[src/rtl/mem_arb_pkg.sv]
// mem_arb_pkg: shared state, owner encodings and counter width for the memory port arbiter.
package mem_arb_pkg;
  localparam int LAT_CNT_W = 4;
  typedef enum logic [1:0] {ST_IDLE, ST_ISSUE, ST_WAIT, ST_RESP} state_e;
  typedef enum logic {OWN_IF = 1'b0, OWN_D = 1'b1} owner_e;
endpackage

[src/rtl/mem_arb_pick.sv]
// mem_arb_pick: combinational winner select; ARB_ROUND_ROBIN_EN selects round-robin,
// otherwise D has priority with a starvation guard for IF.
module mem_arb_pick
  import mem_arb_pkg::*;
#(
  parameter int STARVE_MAX = 4
) (
  input  logic                 if_req,
  input  logic                 d_req,
`ifdef ARB_ROUND_ROBIN_EN
  input  owner_e               ptr,
`else
  input  logic [LAT_CNT_W-1:0] starve_cnt,
`endif
  output owner_e               winner
);
`ifdef ARB_ROUND_ROBIN_EN
  assign winner = (if_req && d_req) ? ptr : (d_req ? OWN_D : OWN_IF);
`else
  assign winner = (d_req && !(if_req && starve_cnt == LAT_CNT_W'(STARVE_MAX))) ? OWN_D : OWN_IF;
`endif
endmodule

[src/rtl/mem_port_arbiter.sv]
// mem_port_arbiter: shares one memory port between fetch and data requesters, one access at a time.
// ARB_ROUND_ROBIN_EN switches arbitration from D-priority-with-starvation-guard to round-robin.
module mem_port_arbiter
  import mem_arb_pkg::*;
#(
  parameter int ADDR_W     = 32,
  parameter int DATA_W     = 32,
  parameter int MEM_LAT    = 2,
  parameter int STARVE_MAX = 4
) (
  input  logic              clk,
  input  logic              reset,
  input  logic              if_req,
  input  logic [ADDR_W-1:0] if_addr,
  output logic              if_gnt,
  output logic              if_rvalid,
  output logic [DATA_W-1:0] if_rdata,
  input  logic              d_req,
  input  logic              d_we,
  input  logic [ADDR_W-1:0] d_addr,
  input  logic [DATA_W-1:0] d_wdata,
  output logic              d_gnt,
  output logic              d_rvalid,
  output logic [DATA_W-1:0] d_rdata,
  output logic              mem_en,
  output logic              mem_we,
  output logic [ADDR_W-1:0] mem_addr,
  output logic [DATA_W-1:0] mem_wdata,
  input  logic [DATA_W-1:0] mem_rdata
);
  state_e               state, state_nx;
  owner_e               owner, winner;
  logic                 we_q, start, issue, resp;
  logic [ADDR_W-1:0]    addr_q;
  logic [DATA_W-1:0]    wdata_q;
  logic [LAT_CNT_W-1:0] lat_cnt;
`ifdef ARB_ROUND_ROBIN_EN
  owner_e ptr;
  mem_arb_pick #(.STARVE_MAX(STARVE_MAX)) u_pick (
    .if_req(if_req), .d_req(d_req), .ptr(ptr), .winner(winner)
  );
  always_ff @(posedge clk or posedge reset)
    if (reset) ptr <= OWN_D;
    else if (start) ptr <= (winner == OWN_D) ? OWN_IF : OWN_D;
`else
  logic [LAT_CNT_W-1:0] starve_cnt;
  mem_arb_pick #(.STARVE_MAX(STARVE_MAX)) u_pick (
    .if_req(if_req), .d_req(d_req), .starve_cnt(starve_cnt), .winner(winner)
  );
  // counts D wins that bypassed a waiting fetch; never exceeds STARVE_MAX since IF then wins
  always_ff @(posedge clk or posedge reset)
    if (reset) starve_cnt <= '0;
    else if (!if_req || (start && winner == OWN_IF)) starve_cnt <= '0;
    else if (start) starve_cnt <= starve_cnt + 1'b1;
`endif
  assign start     = (state == ST_IDLE) && (if_req || d_req);
  assign issue     = state == ST_ISSUE;
  assign resp      = state == ST_RESP;
  assign mem_en    = issue;
  assign mem_we    = issue && we_q;
  assign mem_addr  = addr_q;
  assign mem_wdata = wdata_q;
  assign if_gnt    = issue && owner == OWN_IF;
  assign d_gnt     = issue && owner == OWN_D;
  assign if_rvalid = resp && owner == OWN_IF;
  assign d_rvalid  = resp && owner == OWN_D;
  always_ff @(posedge clk or posedge reset)
    if (reset) state <= ST_IDLE;
    else state <= state_nx;
  always_comb begin
    state_nx = state;
    unique case (state)
      ST_IDLE:  state_nx = start ? ST_ISSUE : ST_IDLE;
      ST_ISSUE: state_nx = we_q ? ST_IDLE : ST_WAIT;
      ST_WAIT:  state_nx = (lat_cnt == '0) ? ST_RESP : ST_WAIT;
      default:  state_nx = ST_IDLE;
    endcase
  end
  always_ff @(posedge clk or posedge reset)
    if (reset) begin
      owner    <= OWN_IF;
      we_q     <= 1'b0;
      addr_q   <= '0;
      wdata_q  <= '0;
      lat_cnt  <= '0;
      if_rdata <= '0;
      d_rdata  <= '0;
    end else begin
      if (start) begin
        owner   <= winner;
        we_q    <= (winner == OWN_D) && d_we;
        addr_q  <= (winner == OWN_D) ? d_addr : if_addr;
        wdata_q <= d_wdata;
      end
      if (issue) lat_cnt <= LAT_CNT_W'(MEM_LAT - 1);
      else if (state == ST_WAIT) lat_cnt <= lat_cnt - 1'b1;
      if (state == ST_WAIT && lat_cnt == '0) begin
        if (owner == OWN_D) d_rdata <= mem_rdata;
        else if_rdata <= mem_rdata;
      end
    end
endmodule

[config.mk]
export PLATFORM = sky130hd
export DESIGN_NAME = mem_port_arbiter
export DESIGN_NICKNAME = d
export VERILOG_FILES = /design/src/rtl/mem_arb_pkg.sv /design/src/rtl/mem_arb_pick.sv /design/src/rtl/mem_port_arbiter.sv
export SDC_FILE = /design/constraint.sdc
export NUM_CORES = 1
export LEC_CHECK = 0
export CAP_MARGIN = 0
export CELL_PAD_IN_SITES_DETAIL_PLACEMENT = 0
export CELL_PAD_IN_SITES_GLOBAL_PLACEMENT = 1
export CORE_UTILIZATION = 55
export CTS_BUF_LIST = sky130_fd_sc_hd__clkbuf_8
export DETAILED_ROUTE_END_ITERATION = 12
export DONT_BUFFER_PORTS = 1
export GPL_ROUTABILITY_DRIVEN = 0
export HOLD_SLACK_MARGIN = 0.12
export PLACE_DENSITY_LB_ADDON = 0.1
export SYNTH_ARGS = -nofsm -noshare
export SYNTH_HDL_FRONTEND = slang
export SYNTH_HIERARCHICAL = 1
export SYNTH_SLANG_ARGS = --single-unit
[constraint.sdc]
create_clock -name clk -period 12 [get_ports clk]
set_input_delay 3.6 -clock clk [delete_from_list [all_inputs] [get_ports clk]]
set_output_delay 3.6 -clock clk [all_outputs]
set_load 0.05 [all_outputs]
# Word-level counts from Yosys, hierarchy flattened
# Cells that the tools add are included.
dict set report op_classes {
  n_mux 10
  bitwise_logic 2
  n_eq_ne 4
  n_addsub 2
  n_reduce_logical 21
}
# operator count
set op_table {}
lappend op_table {{32-bit two-way mux} 1}
lappend op_table {{4-bit two-way mux} 4}
lappend op_table {{1-bit logical AND} 11}
lappend op_table {{2-bit case mux with 3 select lines} 1}
lappend op_table {{4-bit by 1-bit adder with 4-bit output, second input constant} 1}
lappend op_table {{2-bit equality test, second input constant} 2}
lappend op_table {{4-bit by 3-bit equality test with 1-bit output, second input constant} 1}
lappend op_table {{4-bit zero test} 1}
lappend op_table {{2-bit AND reduction} 2}
lappend op_table {{2-bit nonzero test} 2}
lappend op_table {{4-bit by 1-bit subtractor with 4-bit output, second input constant} 1}
lappend op_table {{1-bit two-way mux} 3}
lappend op_table {{2-bit by 1-bit equality test with 1-bit output, second input constant} 1}
lappend op_table {{1-bit zero test} 2}
lappend op_table {{2-bit zero test} 1}
lappend op_table {{1-bit logical OR} 2}
lappend op_table {{2-bit two-way mux} 1}
lappend op_table {{1-bit inverter} 2}
dict set report word_totals {
  ff_bits 140
  inputBits 133
  out_inout_bits 134
}

# Depth between registers and ports, before layout
# Gate-level depths: netlist of run 1.
dict set report depth {
  depth_word 9
  mapped_depth 7
  depth_no_buf 5
}

# Modules after synthesis
# The synthesis of run 1 kept the hierarchy.
# mod instances cells_per_inst area_each_um2 seq_area_each_um2
set modules_own_cells {}
lappend modules_own_cells {mem_port_arbiter 1 412 5854.4 3503.4}
lappend modules_own_cells {mem_arb_pick 1 2 22.5 0.0}

# Worst setup path before layout of run 1
# OpenSTA, ideal clock, no wires.
dict set report synth_timing {
  path_kind {register -> output}
  start {register state[1]}
  end {output if_gnt}
  slack_ns 6.552
  required_time_ns 8.400
  arrival_time_ns 1.848
  stages_incl_launch_ff 4
  cell_sequence {dfrtp_1 > inv_1 > ha_1 > nor2b_1}
}
dict set report synth_via {
  elab_chain_cells 2
}
# element line_no
set synth_rtl {}
lappend synth_rtl {{start, declared} mem_port_arbiter.sv:31} ;# state_e state, state_nx;
lappend synth_rtl {{start signal, assigned} mem_port_arbiter.sv:69} ;# else state <= state_nx;
lappend synth_rtl {{2-bit by 1-bit equality test with 1-bit output} mem_port_arbiter.sv:57} ;# assign issue = state == ST_ISSUE;
lappend synth_rtl {{named net mem_en} mem_port_arbiter.sv:25} ;# output logic mem_en,
lappend synth_rtl {{1-bit logical AND} mem_port_arbiter.sv:63} ;# assign if_gnt = issue && owner == OWN_IF;
lappend synth_rtl {{end, declared} mem_port_arbiter.sv:15} ;# output logic if_gnt,
# The timed path passes the listed nets, and every way through them passes these cells.

# Worst setup path after layout of run 1
# Same ends and word-level chain as after synthesis.

==> results of run 1 <==
[registers in the layout (all words and copies together) (netlist names)]
name        count
d_rdata        32
if_rdata       32
lat_cnt         4
mem_addr       32
mem_wdata      32
owner           1
starve_cnt      4
state           2
we_q            1
[through the flow]
| step | cell area (sq um) | worst slack, ps |
|---|---|---|
| 2_1_floorplan | 5880 | 4650 |
| 3_3_place_gp | 5950 | 6450 |
| 3_5_place_dp | 5950 | 6430 |
| 4_1_cts | 6360 | 5920 |
| 5_1_grt | 6360 | 5850 |
| 6_report | 6360 | 5990 |
[path summary, 6_finish.rpt]
| kind | startpoint | to | slack [ps] | depth (start not counted) |
|---|---|---|---|---|
| setup / recovery | state[1] | if_gnt | 5990 | 3 |
| hold / removal | lat_cnt[0] | lat_cnt[0] | 500 | 1 |
| setup reg to reg | state[0] | mem_wdata[25] | 9770 | 5 |
| hold reg to reg | lat_cnt[0] | lat_cnt[0] | 500 | 1 |
| max in group asynchronous | reset | if_rdata[25] | 7660 | 2 |
| min in group asynchronous | reset | mem_wdata[30] | 3180 | 1 |
[synth_stat cells, types with 3 or more instances]
master      n  area [sq um]
buf_12      3          60.1
inv_1       7          26.3
nor2_1      3          11.3
nor2b_1     5          31.3
mux2_4     30           450
buf_4       3          22.5
mux2_2     67           754
ha_1        6          75.1
mux2i_1    34           340
dfrtp_1   140          3500
o21ai_0    35           175
nand2_1    39           146
and2_1      4          25.0
clkbuf_1    6          22.5
buf_2       9          45.0
o22ai_1     3          18.8
[final cells by class]
type / count / area (sq um)
inverter: 7 / 31.3
fill: 797 / 3960
tap: 136 / 170
clock inverter: 6 / 56.3
sequential: 140 / 3500
multi-input combinational: 245 / 2210
timing repair buffer: 5 / 37.5
clock buffer: 26 / 358
[critical path, stage by stage, from the launching register on]
cell and delay, ps:
dfrtp_1 400, inv_1 120, ha_1 640, nor2b_1 820
[cell families (layout without fill, tap and decap cells)]
| group | Yosys count | after routing | synth area share |
|---|---|---|---|
| flops | 140 | 140 | 0.596 |
| mux | 131 | 131 | 0.263 |
| simple gates | 62 | 62 | 0.0530 |
| compound gates | 46 | 46 | 0.0432 |
| buf+inv | 29 | 44 | 0.0319 |
| fa+ha+maj | 6 | 6 | 0.0128 |
[routing by layer]
layer / up-vias / part of all wire
met4: 0 / 0.023
met2: 176 / 0.50
met5: - / 0
met3: 18 / 0.091
met1: 1509 / 0.39
li1: 1436 / -
==> results.sh, run 1 <==
export IMPL_synth_edf_count=0
export IMPL_clock_sinks=140
export IMPL_grt_pass1_vias=3277
export IMPL_routed_wl_um=11600
export IMPL_ys_types=33
export IMPL_syn_area_sq_um=5880
export IMPL_fin_util=0.616
export IMPL_status="complete, no violations"
export IMPL_boundaryPins=267
export IMPL_numCtsBuffers=17
export IMPL_clk_pin_slew_ps=70
export IMPL_die_h_um=105
export IMPL_grt_overflow_total=0
export IMPL_clockRootBuffer="clkbuf_8"
export IMPL_core_sq_um=10300
export IMPL_grt_max_degree=101
export IMPL_cts_path_max_buffers=2
export IMPL_worstPathMaxFanout=9
export IMPL_avgSynthCellArea_sq_um=14.2
export IMPL_drive_gt1_frac=0.329
export IMPL_ys_seq_area_frac=0.596
export IMPL_cts_resized=0
export IMPL_worstMarginPinSlew_ps=956
export IMPL_use_met1=0.264
export IMPL_hold_buffers=0
export IMPL_num_rows=37
export IMPL_ys_flop_type="dfrtp_1"
export IMPL_postSynthCellCount=414
export IMPL_met3_usage=0.0841
export IMPL_fmax_ghz=0.166
export IMPL_relSlewSlack=0.363
export IMPL_fin_nets=555
export IMPL_final_antenna_net_count=0
export IMPL_async_flop_share=1.00
export IMPL_initial_core_util=0.569
export IMPL_timing_hold_ws_ps=500
export IMPL_tns_ps=0
export IMPL_setup_violations_final=0
export IMPL_antenna_cells=0
export IMPL_layout_commonest_cell="dfrtp_1"
export IMPL_grt_pass1_wl_um=18100
export IMPL_placed_cells=533
export IMPL_hold_viol_final=0
export IMPL_yosys_warnings=6
export IMPL_viasPerCell=5.56
export IMPL_startpoint_type="register"
export IMPL_final_cells=565
export IMPL_drt_iter0_markers=142
export IMPL_area_growth_pct=8.28
export IMPL_dpl_hpwl_um=8300
export IMPL_grt_setup_unrepaired="false"
export IMPL_firstDrtPassIters=4
export IMPL_htree_levels=4
export IMPL_die_area_sq_um=11100
export IMPL_io_buffers=0
export IMPL_grt_usage=0.221
export IMPL_num_vias=3139
export IMPL_maxCapViolations=0
export IMPL_die_w_um=105
export IMPL_worstPathRequired_ps=8400
export IMPL_ys_ff_latch=140
export IMPL_synth_fp_nets=553
export IMPL_post_route_period_util=0.501
export IMPL_antenna_found_initial=0
export IMPL_insertion_delay_ps=430
export IMPL_skew_ps=6.33
export IMPL_drcViolationCount=0
export IMPL_drv_slew=0
export IMPL_worst_setup_path_type="reg -> out"
export IMPL_end_kind="output pin"
export IMPL_post_route_min_period_ps=6010
export IMPL_wl_per_cell_um=20.6
export IMPL_gr_usage_met2=0.345
export IMPL_worst_hold_path_type="reg -> reg"
export IMPL_most_common_layout_cells="140 x dfrtp_1, 67 x mux2_2, 39 x nand2_1, 35 x o21ai_0, 34 x mux2i_1"
export IMPL_arrival_ps=2410
export IMPL_grt_busiest_layer="met2"
export IMPL_tritoncts="yes"
export IMPL_post_cts_buffers=0
Power of run 1 is left out: the tool's default activity adds up to more than one toggle a clock period on the data nets, which glitch-free logic cannot reach.
==> run 2: changes to the inputs <==
Settings changed: CORE_UTILIZATION 55 to 51.
Clock period 12 ns to 5.9 ns, I/O delays scaled along.
==> run 2 against run 1 <==
Net effect:
- setup slack lost 4300 ps
- sequential cell count unchanged
- die area grew 7.7%
- worst hold slack worse by 4.7 ps
- clock-buffer cell count is 7 lower
- sequential share of layout area is essentially flat
- cell area barely moved
- non-clock buffer count unchanged
- routed wire length up 0.46%
==> results.sh, run 2 (synthesis gave the netlist of run 1 again) <==
export IMPL_status="complete, no violations"
export IMPL_dr_wl_met3_um=1390
export IMPL_clock_sinks=140
export IMPL_boundaryPins=267
export IMPL_drive_gt1_frac=0.331
export IMPL_wl_per_cell_um=20.6
export IMPL_grt_setup_unrepaired="false"
export IMPL_viasPerCell=5.57
export IMPL_fmax_ghz=0.239
export IMPL_insertion_delay_ps=430
export IMPL_top_layer="met5"
export IMPL_grt_overflow_total=0
export IMPL_antenna_found_initial=2
export IMPL_worstPathMaxFanout=9
export IMPL_grt_max_degree=108
export IMPL_firstDrtPassIters=4
export IMPL_drt_iter0_markers=170
export IMPL_post_route_min_period_ps=4180
export IMPL_cts_resized=0
export IMPL_hold_depth=1
export IMPL_placed_cells=537
export IMPL_tritoncts="yes"
export IMPL_antenna_cells=0
export IMPL_grt_usage=0.195
export IMPL_num_vias=3167
export IMPL_fin_nets=555
export IMPL_die_w_um=109
export IMPL_most_common_layout_cells="140 x dfrtp_1, 67 x mux2_2, 39 x nand2_1, 35 x o21ai_0, 34 x mux2i_1"
export IMPL_dpl_hpwl_um=8220
export IMPL_io_buffers=0
export IMPL_clk_pin_slew_ps=70
export IMPL_r2r_worst_path_cells=5
export IMPL_drcViolationCount=0
export IMPL_worstPathRequired_ps=4130
export IMPL_hold_viol_final=0
export IMPL_grt_pass1_wl_um=17000
export IMPL_end_kind="output pin"
export IMPL_fin_util=0.577
export IMPL_core_sq_um=11000
export IMPL_area_growth_pct=8.30
export IMPL_tns_ps=0
export IMPL_layout_commonest_cell="dfrtp_1"
export IMPL_htree_levels=4
export IMPL_cts_path_max_buffers=2
export IMPL_timing_hold_ws_ps=495
export IMPL_maxCapViolations=0
export IMPL_skew_ps=13.7
export IMPL_routed_wl_um=11700
export IMPL_hold_buffers=0
export IMPL_worstMarginPinSlew_ps=1070
export IMPL_num_rows=38
export IMPL_die_area_sq_um=12000
export IMPL_setup_violations_final=0
export IMPL_grt_pass1_vias=3237
export IMPL_final_antenna_net_count=0
export IMPL_worst_hold_path_type="reg -> reg"
export IMPL_clockRootBuffer="clkbuf_8"
export IMPL_arrival_ps=2410
export IMPL_drv_slew=0
export IMPL_fillers=923
export IMPL_initial_core_util=0.533
export IMPL_worst_setup_path_type="reg -> out"
export IMPL_numCtsBuffers=17
export IMPL_startpoint_type="register"
export IMPL_final_cells=569
export IMPL_wl_met1_um=4330
export IMPL_die_h_um=109
export IMPL_post_cts_buffers=0
export IMPL_post_route_period_util=0.709
export IMPL_wl_met2_um=5750
export IMPL_relSlewSlack=0.289
==> run 2: changes by cell type in the layout (fill, tap and decap cells not counted) <==
cell        change
clkbuf_8        -7
bufinv_16       +2
inv_1           -1
clkinvlp_4      +1
clkinv_2        +4
clkinv_4        +1
==> run 2: critical path, cell delays in order (launching register included) <==
cell	delay, ps
dfrtp_1	410
inv_1	120
ha_1	630
nor2b_1	820
==> run 2: layout make-up <==
cell class                      instances  area, sq um  area share
Sequential cell                       140         3500       0.550
Multi-Input combinational cell        245         2210       0.347
Clock buffer                           19          262      0.0411
Tap cell                              140          175      0.0275
Clock inverter                         13          149      0.0234
Timing Repair Buffer                    5         37.5     0.00590
Inverter                                7         31.3     0.00491
==> run 2: worst paths after layout <==
path / end / from / slack (ps)
setup / recovery: if_gnt / state[1] / 1720
hold / removal: lat_cnt[0] / lat_cnt[0] / 500
setup reg to reg: d_rdata[31] / state[0] / 3710
hold reg to reg: lat_cnt[0] / lat_cnt[0] / 500
max in group asynchronous: if_rdata[30] / reset / 3460
min in group asynchronous: d_rdata[28] / reset / 1380
==> run 2: per-layer routing <==
metal | global-route usage | vias to the layer above
met4 | 0.0857 | 2
met5 | 0 | -
met2 | 0.314 | 172
met1 | 0.217 | 1534
met3 | 0.0990 | 22
li1 | - | 1437
==> run 2: metrics by stage <==
stage	worst slack, ps	area, sq um
floorplan	377	5880
global placement	2180	5950
detailed placement	2150	5950
CTS	1660	6360
global route	1590	6360
finish	1720	6360
Power of run 2 is left out for the same reason.
==> run 3: changes to the inputs <==
Clock period 5.9 ns to 4.39 ns, I/O delays scaled along.
==> run 3 against run 2 <==
Net effect:
- worst hold slack got worse by 0.53 ps
- global-route usage barely moved
- sequential cell count did not move
- via count fell by 0.54%
- routed wire length barely moved
- core utilization rose by 0.24 points
- clock skew fell by 7.4 ps
- register-to-register slack got worse by 1600 ps
- sequential share of layout area fell by 0.23 points
- critical path type unchanged
- critical endpoint is now d_gnt
- highest routed layer unchanged
==> results.sh, run 3 (synthesis gave the netlist of run 1 again) <==
export IMPL_status="complete, no violations"
export IMPL_layout_commonest_cell="dfrtp_1"
export IMPL_drt_iter0_markers=185
export IMPL_tritoncts="yes"
export IMPL_grt_setup_unrepaired="false"
export IMPL_final_antenna_net_count=0
export IMPL_post_place_ws_ps=1380
export IMPL_fmax_ghz=0.291
export IMPL_drcViolationCount=0
export IMPL_die_w_um=109
export IMPL_arrival_ps=2120
export IMPL_area_growth_pct=8.75
export IMPL_tns_ps=0
export IMPL_numCtsBuffers=17
export IMPL_initial_core_util=0.533
export IMPL_antenna_found_initial=1
export IMPL_worstPathRequired_ps=3070
export IMPL_worstPathMaxFanout=9
export IMPL_routed_wl_um=11700
export IMPL_worstMarginPinSlew_ps=931
export IMPL_hold_start="we_q"
export IMPL_htree_levels=4
export IMPL_post_route_min_period_ps=3440
export IMPL_grt_overflow_total=0
export IMPL_crit_start="state[1]"
export IMPL_num_vias=3150
export IMPL_worst_hold_path_type="reg -> reg"
export IMPL_boundaryPins=267
export IMPL_cts_resized=0
export IMPL_num_rows=38
export IMPL_grt_pass1_vias=3237
export IMPL_worst_setup_path_type="reg -> out"
export IMPL_firstDrtPassIters=4
export IMPL_clock_sinks=140
export IMPL_fin_nets=558
export IMPL_maxCapViolations=0
export IMPL_most_common_layout_cells="140 x dfrtp_1, 67 x mux2_2, 39 x nand2_1, 35 x o21ai_0, 34 x mux2i_1"
export IMPL_hold_buffers=0
export IMPL_setup_violations_final=0
export IMPL_post_cts_buffers=0
export IMPL_post_route_period_util=0.783
export IMPL_viasPerCell=5.50
export IMPL_skew_ps=6.33
export IMPL_hold_viol_final=0
export IMPL_cts_path_max_buffers=2
export IMPL_die_area_sq_um=12000
export IMPL_drive_gt1_frac=0.329
export IMPL_grt_usage=0.195
export IMPL_io_buffers=0
export IMPL_relSlewSlack=0.378
export IMPL_core_sq_um=11000
export IMPL_r2r_start="state[0]"
export IMPL_grt_max_degree=84
export IMPL_dpl_hpwl_um=8460
export IMPL_wl_per_cell_um=20.4
export IMPL_clockRootBuffer="clkbuf_8"
export IMPL_grt_pass1_wl_um=17000
export IMPL_end_kind="output pin"
export IMPL_drv_slew=0
export IMPL_insertion_delay_ps=430
export IMPL_die_h_um=109
export IMPL_layout_setup_ws_ps=955
export IMPL_startpoint_type="register"
export IMPL_clk_pin_slew_ps=70
==> run 3: cell types whose count changed in the layout (fill, tap and decap cells not counted), sizes merged, moves of 2 or more <==
cell,change
clkinv,-5
clkbuf,+3
buf,+3
inv,+2
==> run 3: cell type report <==
type,count,area (sq um)
clock inverter,10,97.6
clock buffer,22,303
multi-input combinational,245,2210
timing repair buffer,8,72.6
tap,140,175
sequential,140,3500
fill,900,4640
inverter,7,30.0
antenna,1,2.50
==> run 3: metal layers <==
layer	share of wire	up-vias	global-route usage
met5	0.0014	-	0
met4	0.019	2	0.0810
met3	0.12	20	0.108
met2	0.48	168	0.311
met1	0.37	1513	0.216
li1	-	1447	-
==> run 3: per-stage QoR <==
| step | cells | hold slack, ps | cell area [sq um] | util |
|---|---|---|---|---|
| 2_1_floorplan | 414 | 449 | 5880 | - |
| 3_3_place_gp | 540 | 487 | 5990 | 0.543 |
| 3_5_place_dp | 540 | 493 | 5990 | 0.543 |
| 4_1_cts | 572 | 504 | 6390 | 0.579 |
| 5_1_grt | 572 | 548 | 6390 | 0.579 |
| 6_report | 573 | 495 | 6390 | 0.579 |
==> run 3: final timing paths <==
| kind | to | slack, ps | depth (start not counted) |
|---|---|---|---|
| min in group asynchronous | mem_wdata[29] | 760 | 1 |
| setup reg to reg | d_rdata[13] | 2100 | 6 |
| hold reg to reg | state[1] | 490 | 1 |
| hold / removal | state[1] | 490 | 1 |
| setup / recovery | d_gnt | 950 | 3 |
| max in group asynchronous | starve_cnt[2] | 2810 | 2 |
==> run 3: critical path, stage by stage, from the launching register on <==
cell	delay [ps]
dfrtp_1	400
inv_1	120
ha_1	630
and2_1	540
Power of run 3 is left out for the same reason.
